### config.mk
export PLATFORM = sky130hd
export DESIGN_NAME = text_overlay_flat
export DESIGN_NICKNAME = d
export VERILOG_FILES = /design/src/rtl/text_overlay_pkg.sv /design/src/rtl/text_overlay_if.sv /design/src/rtl/text_overlay_blink_timer.sv /design/src/rtl/text_overlay.sv /design/src/flat_wrapper.sv
export SDC_FILE = /design/constraint.sdc
export NUM_CORES = 1
export LEC_CHECK = 0
export BUFFER_PORTS_ARGS = -buffer_cell sky130_fd_sc_hd__buf_4
export CAP_MARGIN = 10
export CORE_MARGIN = 1
export CORE_UTILIZATION = 40
export DETAILED_ROUTE_END_ITERATION = 12
export PLACE_DENSITY_LB_ADDON = 0.15
export SKIP_LAST_GASP = 1
export SYNTH_ARGS = -nofsm -noshare
export SYNTH_HDL_FRONTEND = slang
export SYNTH_SLANG_ARGS = --single-unit
### constraint.sdc
create_clock -name clk -period 2.89 [get_ports clk]
set_input_delay 0.578 -clock clk [delete_from_list [all_inputs] [get_ports clk]]
set_output_delay 0.578 -clock clk [all_outputs]
set_load 0.05 [all_outputs]
### src/rtl/text_overlay_pkg.sv
// Shared window geometry, glyph codes, colour defaults and glyph ROM contents.
// Latency: n/a (constants and a pure function).
// Backpressure: n/a.
package text_overlay_pkg;

    localparam int WIN_CELLS = 8;
    localparam int CELL_W    = 8;
    localparam int CELL_H    = 16;
    localparam int WIN_W     = WIN_CELLS * CELL_W;
    localparam int WIN_H     = CELL_H;

    localparam int          X0_DEF = 64;
    localparam int          Y0_DEF = 32;
    localparam logic [11:0] FG_DEF = 12'hFFF;
    localparam logic [11:0] BG_DEF = 12'h000;

    typedef enum logic [1:0] {
        GLYPH_BLANK = 2'd0,
        GLYPH_F     = 2'd1,
        GLYPH_H     = 2'd2,
        GLYPH_RSVD  = 2'd3
    } glyph_e;

    // Glyph ROM row lookup, MSB is the leftmost pixel. Rows 0-1 and 14-15
    // are empty so glyphs sit centred in their 16-row cell.
    function automatic logic [7:0] glyph_row(input logic [1:0] code,
                                             input logic [3:0] row);
        logic [7:0] r;
        r = 8'h00;
        case (code)
            2'(GLYPH_F): begin
                if (row == 4'd2 || row == 4'd3)      r = 8'hFE;
                else if (row == 4'd7 || row == 4'd8) r = 8'hFC;
                else if (row >= 4'd4 && row <= 4'd13) r = 8'hC0;
            end
            2'(GLYPH_H): begin
                if (row == 4'd7 || row == 4'd8)      r = 8'hFE;
                else if (row >= 4'd2 && row <= 4'd13) r = 8'hC6;
            end
            default: r = 8'h00;
        endcase
        return r;
    endfunction

endpackage

### src/rtl/text_overlay_if.sv
// Pixel stream, character-buffer write port, glyph ROM port and colour output.
// Latency: n/a (wiring only).
// Backpressure: none; pixel_tick is a pure enable, the overlay never stalls.
interface text_overlay_if;
    import text_overlay_pkg::*;

    logic        pixel_tick;
    logic        video_on;
    logic [9:0]  pixel_x;
    logic [9:0]  pixel_y;
    logic        wr_en;
    logic [2:0]  wr_idx;
    logic [1:0]  wr_char;
    logic [7:0]  blink_sel;
    logic [5:0]  font_addr;
    logic [7:0]  font_data;
    logic [11:0] rgb;
    logic        text_on;

    // master: video timing / CPU / glyph ROM side
    modport master (
        output pixel_tick, video_on, pixel_x, pixel_y,
        output wr_en, wr_idx, wr_char, blink_sel, font_data,
        input  font_addr, rgb, text_on
    );

    // slave: the overlay itself
    modport slave (
        input  pixel_tick, video_on, pixel_x, pixel_y,
        input  wr_en, wr_idx, wr_char, blink_sel, font_data,
        output font_addr, rgb, text_on
    );

endinterface

### src/rtl/text_overlay_blink_timer.sv
// Frame counter for glyph blinking; phase is the counter MSB (16 on, 16 off).
// Latency: phase updates the clk after a frame_tick.
// Backpressure: none; counts only on frame_tick.
// Ports: clk, reset_n (sync, active-low), frame_tick in, phase out.
module blink_timer (
    input  logic clk,
    input  logic reset_n,
    input  logic frame_tick,
    output logic phase
);
    logic [4:0] frame_cnt_q, frame_cnt_d;

    always_comb begin
        frame_cnt_d = frame_cnt_q;
        if (frame_tick) frame_cnt_d = frame_cnt_q + 5'd1;   // wraps 31 -> 0
    end

    always_ff @(posedge clk) begin
        if (!reset_n) frame_cnt_q <= 5'd0;
        else          frame_cnt_q <= frame_cnt_d;
    end

    assign phase = frame_cnt_q[4];

endmodule

### src/rtl/text_overlay.sv
// 8-cell 8x16 text window overlay with per-slot blink, fed by an external glyph ROM.
// Latency: 2 pixel_ticks from pixel coordinate to rgb/text_on; font_addr after 1.
// Backpressure: none; pipeline holds when pixel_tick is low, buffer writes any clk.
// Ports: clk, reset_n (sync, active-low), bus (text_overlay_if.slave).
module text_overlay
    import text_overlay_pkg::*;
#(
    parameter int          X0 = X0_DEF,
    parameter int          Y0 = Y0_DEF,
    parameter logic [11:0] FG = FG_DEF,
    parameter logic [11:0] BG = BG_DEF
) (
    input  logic          clk,
    input  logic          reset_n,
    text_overlay_if.slave bus
);
    localparam logic [10:0] X0_L = 11'(X0);
    localparam logic [10:0] Y0_L = 11'(Y0);
    localparam logic [10:0] X1_L = 11'(X0 + WIN_W);
    localparam logic [10:0] Y1_L = 11'(Y0 + WIN_H);

    // Character buffer
    logic [7:0][1:0] cbuf_q, cbuf_d;

    // Stage 1
    logic [5:0] font_addr_q, font_addr_d;
    logic [2:0] col_q, col_d;
    logic       in_win1_q, in_win1_d;
    logic       von1_q, von1_d;
    logic       hide1_q, hide1_d;

    // Stage 2
    logic       bit2_q, bit2_d;
    logic       in_win2_q, in_win2_d;
    logic       von2_q, von2_d;
    logic       hide2_q, hide2_d;

    logic       phase;
    logic       frame_tick;
    logic       in_win;
    logic [5:0] dx;
    logic [3:0] dy;
    logic [2:0] slot;
    logic [1:0] code;

    assign frame_tick = bus.pixel_tick && (bus.pixel_x == 10'd0) && (bus.pixel_y == 10'd0);

    blink_timer u_blink_timer (
        .clk        (clk),
        .reset_n    (reset_n),
        .frame_tick (frame_tick),
        .phase      (phase)
    );

    // Only the low bits of the offsets are needed; modular subtraction on the
    // truncated operands gives the same low bits as the full-width difference.
    assign dx = bus.pixel_x[5:0] - X0_L[5:0];
    assign dy = bus.pixel_y[3:0] - Y0_L[3:0];

    always_comb begin
        in_win = ({1'b0, bus.pixel_x} >= X0_L) && ({1'b0, bus.pixel_x} < X1_L) &&
                 ({1'b0, bus.pixel_y} >= Y0_L) && ({1'b0, bus.pixel_y} < Y1_L);
        slot   = dx[5:3];
        code   = cbuf_q[slot];          // pre-write value: same-cycle write is not seen
        if (code == 2'(GLYPH_RSVD)) code = 2'(GLYPH_BLANK);
    end

    always_comb begin
        cbuf_d = cbuf_q;
        if (bus.wr_en) cbuf_d[bus.wr_idx] = bus.wr_char;
    end

    always_comb begin
        font_addr_d = font_addr_q;
        col_d       = col_q;
        in_win1_d   = in_win1_q;
        von1_d      = von1_q;
        hide1_d     = hide1_q;
        bit2_d      = bit2_q;
        in_win2_d   = in_win2_q;
        von2_d      = von2_q;
        hide2_d     = hide2_q;
        if (bus.pixel_tick) begin
            font_addr_d = in_win ? {code, dy} : 6'h00;
            col_d       = dx[2:0];
            in_win1_d   = in_win;
            von1_d      = bus.video_on;
            hide1_d     = in_win && bus.blink_sel[slot] && phase;
            // font_data answers font_addr_q combinationally, so it pairs with col_q
            bit2_d      = bus.font_data[3'd7 - col_q];
            in_win2_d   = in_win1_q;
            von2_d      = von1_q;
            hide2_d     = hide1_q;
        end
    end

    always_ff @(posedge clk) begin
        if (!reset_n) begin
            cbuf_q      <= '0;
            font_addr_q <= 6'h00;
            col_q       <= 3'd0;
            in_win1_q   <= 1'b0;
            von1_q      <= 1'b0;
            hide1_q     <= 1'b0;
            bit2_q      <= 1'b0;
            in_win2_q   <= 1'b0;
            von2_q      <= 1'b0;
            hide2_q     <= 1'b0;
        end else begin
            cbuf_q      <= cbuf_d;
            font_addr_q <= font_addr_d;
            col_q       <= col_d;
            in_win1_q   <= in_win1_d;
            von1_q      <= von1_d;
            hide1_q     <= hide1_d;
            bit2_q      <= bit2_d;
            in_win2_q   <= in_win2_d;
            von2_q      <= von2_d;
            hide2_q     <= hide2_d;
        end
    end

    assign bus.font_addr = font_addr_q;
    assign bus.text_on   = von2_q && in_win2_q;
    assign bus.rgb       = (von2_q && in_win2_q) ? ((bit2_q && !hide2_q) ? FG : BG) : 12'h000;

endmodule

### src/flat_wrapper.sv
// flat-port wrapper written by rule: the top's interface ports become plain ports
module text_overlay_flat import text_overlay_pkg::*;
#(
    parameter int          X0 = X0_DEF,
    parameter int          Y0 = Y0_DEF,
    parameter logic [11:0] FG = FG_DEF,
    parameter logic [11:0] BG = BG_DEF
)
  (clk, reset_n, bus_pixel_tick, bus_video_on, bus_pixel_x, bus_pixel_y, bus_wr_en, bus_wr_idx, bus_wr_char, bus_blink_sel, bus_font_data, bus_font_addr, bus_rgb, bus_text_on);
  text_overlay_if bus_i ();
  input  logic clk;
  input  logic reset_n;
  input wire logic [$bits(bus_i.pixel_tick)-1:0] bus_pixel_tick;
  input wire logic [$bits(bus_i.video_on)-1:0] bus_video_on;
  input wire logic [$bits(bus_i.pixel_x)-1:0] bus_pixel_x;
  input wire logic [$bits(bus_i.pixel_y)-1:0] bus_pixel_y;
  input wire logic [$bits(bus_i.wr_en)-1:0] bus_wr_en;
  input wire logic [$bits(bus_i.wr_idx)-1:0] bus_wr_idx;
  input wire logic [$bits(bus_i.wr_char)-1:0] bus_wr_char;
  input wire logic [$bits(bus_i.blink_sel)-1:0] bus_blink_sel;
  input wire logic [$bits(bus_i.font_data)-1:0] bus_font_data;
  output wire logic [$bits(bus_i.font_addr)-1:0] bus_font_addr;
  output wire logic [$bits(bus_i.rgb)-1:0] bus_rgb;
  output wire logic [$bits(bus_i.text_on)-1:0] bus_text_on;
  assign bus_i.pixel_tick = bus_pixel_tick;
  assign bus_i.video_on = bus_video_on;
  assign bus_i.pixel_x = bus_pixel_x;
  assign bus_i.pixel_y = bus_pixel_y;
  assign bus_i.wr_en = bus_wr_en;
  assign bus_i.wr_idx = bus_wr_idx;
  assign bus_i.wr_char = bus_wr_char;
  assign bus_i.blink_sel = bus_blink_sel;
  assign bus_i.font_data = bus_font_data;
  assign bus_font_addr = bus_i.font_addr;
  assign bus_rgb = bus_i.rgb;
  assign bus_text_on = bus_i.text_on;
  text_overlay #(.X0(X0), .Y0(Y0), .FG(FG), .BG(BG)) u_core (.clk(clk), .reset_n(reset_n), .bus(bus_i));
endmodule
==> results.md <==
* post-synth top area share: 40.52%
* largest fanout of any net on the critical path: 10
* leakage power: 1.037 nW
* first-pass iteration count of the detailed router: 4
* die area: 4844 sq um
* area taken by flip-flops and latches: 740.7 sq um
* worst slew slack as a fraction of its limit: 67.48%
* area of the multi-input gates: 943.4 sq um
* Async S/R FF share, synth: 0%
* max frequency: 0.4720 GHz
* Worst VDD drop: 273.2 uV
* top-level port count: 65
* # nets final: 284
* die span in y: 69.60 microns
* distinct cell type count after synthesis: 34
* estimated wirelength of the detail-placed design: 3116 microns
* cell with the most instances after synthesis: sky130_fd_sc_hd__dfxtp_1
* number of vias in the routed layout: 1502
* vias in the first global route: 1476
* slew of the pin with the lowest slew margin: 484.1 ps
* top cells by instance count after synthesis: 37 x sky130_fd_sc_hd__dfxtp_1, 28 x sky130_fd_sc_hd__nor2_1, 27 x sky130_fd_sc_hd__mux2i_1
* number of hold violations in the final report: 0
* final sum of negative setup slack: 0 ps
* biggest area consumer among synthesized cells: sky130_fd_sc_hd__dfxtp_1
* GR Overflow Total: 0
* share of the clock period used by the worst path: 73.31%
* root buf cell: sky130_fd_sc_hd__clkbuf_8
* number of buffer cells added on primary ports: 64
* # rows: 24
* number of remaining DRC errors: 0
* floorplan core area: 4384 sq um
* cells resized by post-CTS repair: 0
* global-route total usage across every layer: 18.56%
* max-cap viol count: 0
* routed wire length per instance: 14.06 microns
* #FFs+latches synth: 37
* buffers inserted during post-CTS setup optimization: 0
* global-route wire length before repair: 7024 microns
* Post-Syn Nets: 232
* Die W: 69.60 microns
* Reg clk slew, reported paths: 80 ps
* biggest area contributors in the synthesized netlist: sky130_fd_sc_hd__dfxtp_1 41%, sky130_fd_sc_hd__mux2i_1 15%, sky130_fd_sc_hd__mux4_2 9.9%
* CTS sink cnt: 37
* Synth Cell Area: 1828 sq um
* latest clock arrival within the worst-skew pair: 290 ps
* share of post-route cells with drive strength above 1: 35.29%
* Data required, critical path: 3120 ps
* number of antenna violations at the first check in global routing: 0
* final critical-path setup slack: 771.5 ps
* starting density of the core: 41.70%
* Setup violations, final: 0
* power density of the placed cells: 466.7 nW/um^2
* filler cell count: 402
* critical path arrival: 2350 ps
* kind of path behind the tightest hold check: register to register
* status: complete, no violations
* maximum number of pins on one net before global-route repair: 22
* Worst Skew: 8.263 ps
* RSZ-0062 raised after global routing: false
* type of destination of the critical path: register
* CTS buffer count: 5
* TritonCTS clock tree: built
* number of design-rule violations left by the first detailed-router iteration: 63
* routed vias/inst: 5.179
* number of enable flip-flop cells after synthesis: 0
* diode count: 0
* pre-CTS setup slack: 465.2 ps
* final max-slew violation count: 0
* detailed-route wire length: 4077 microns
* element type at the critical path start: primary input
* Max clock buf depth: 2
* share of synthesized area occupied by flip-flops and latches: 40.52%
* count of H-tree levels built during CTS: 2
* number of warnings reported in the yosys synthesis log: 0
* Most used DFF post-synth: sky130_fd_sc_hd__dfxtp_1
* quantity of hold-fixing buffers added after cts: 0
* routability cong.: 0.6943
* area added between synthesis and finish: 29.98%
* clock period minus final worst setup slack: 2119 ps
* category of the most critical setup path: primary input to register
* Final Hold Slack: 472.7 ps
* antenna-violating nets left: 0
* Syn Inst Count: 185
* per-instance average area after synthesis: 9.881 sq um
[final timing paths]
path	endpoint	slack, ps	from	depth (start not counted)
setup / recovery	u_core.u_blink_timer.frame_cnt_q[2]	770	bus_pixel_x[7]	5
setup reg to reg	u_core.bus.font_addr[4]	1430	u_core.cbuf_q[7]	4
hold / removal	u_core.bus.font_addr[5]	470	u_core.bus.font_addr[5]	2
hold reg to reg	u_core.bus.font_addr[5]	470	u_core.bus.font_addr[5]	2
[sequential cells by signal, summed over array words and instances (netlist names)]
name / count
u_core.col_q: 3
u_core.bit2_q: 1
u_core.cbuf_q: 16
u_core.hide1_q: 1
u_core.hide2_q: 1
u_core.in_win1_q: 1
u_core.von2_q: 1
u_core.u_blink_timer.frame_cnt_q: 5
u_core.von1_q: 1
u_core.in_win2_q: 1
u_core.bus.font_addr: 6
[stage by stage]
| stage | util (%) | cells | power (mW) | area (sq um) |
|---|---|---|---|---|
| after floorplan | - | 185 | 0.5948 | 1828 |
| final | 54.20 | 290 | 1.109 | 2376 |
| after CTS | 54.20 | 290 | 1.123 | 2376 |
| after global placement | 51.54 | 282 | 0.6600 | 2260 |
| after detailed placement | 51.54 | 282 | 0.6614 | 2260 |
| after global routing | 54.20 | 290 | 1.155 | 2376 |
[cells in the final DEF, fill, tap and decap left out, drive strengths merged, types with 4 or more instances in the layout]
cell type / count
a21oi: 10
nand3: 4
nor4: 4
dfxtp: 37
nor2b: 4
buf: 66
mux4: 8
inv: 4
nor2: 28
mux2i: 27
clkbuf: 7
nand2b: 5
[report_power, final]
| group | internal (mW) | switching, mW | leakage (nW) |
|---|---|---|---|
| Clock | 0.281 | 0.179 | 0.0585 |
| Sequential | 0.519 | 0.00624 | 0.300 |
| Combinational | 0.0717 | 0.0513 | 0.679 |
[cells by family (layout without fill, tap and decap cells)]
group | count (synthesis) | in the layout | synth area share (%)
adder cells (fa/ha/maj) | 1 | 1 | 0.6844
buffers and inverters | 25 | 78 | 7.870
multiplexers | 36 | 36 | 25.26
flip-flops | 37 | 37 | 40.52
AO/OA/AOI/OAI | 18 | 18 | 5.818
AND/OR/NAND/NOR | 68 | 68 | 19.85
[area by class of cell]
cell class / count / area share [%]
multi-input cells: 123 / 39.71
inverters: 4 / 0.6319
repair buffers: 66 / 20.85
well taps: 52 / 2.738
clock inverters: 1 / 1.264
clock buffers: 7 / 3.633
flip-flops and latches: 37 / 31.17
[critical path, stage by stage]
cell                      delay (ps)
sky130_fd_sc_hd__buf_4           110
sky130_fd_sc_hd__or4_4           520
sky130_fd_sc_hd__or3_1           500
sky130_fd_sc_hd__or4_1           500
sky130_fd_sc_hd__a21oi_1         140
[per-layer routing]
metal  GRT usage, %  vias to the layer above  wire (microns)
met5              0                        -               0
li1               -                      757               -
met3          4.506                        6             249
met4          7.483                        0              64
met1          24.95                      691            1935
met2          28.59                       48            1828
Power figures use the tool's default switching activity.
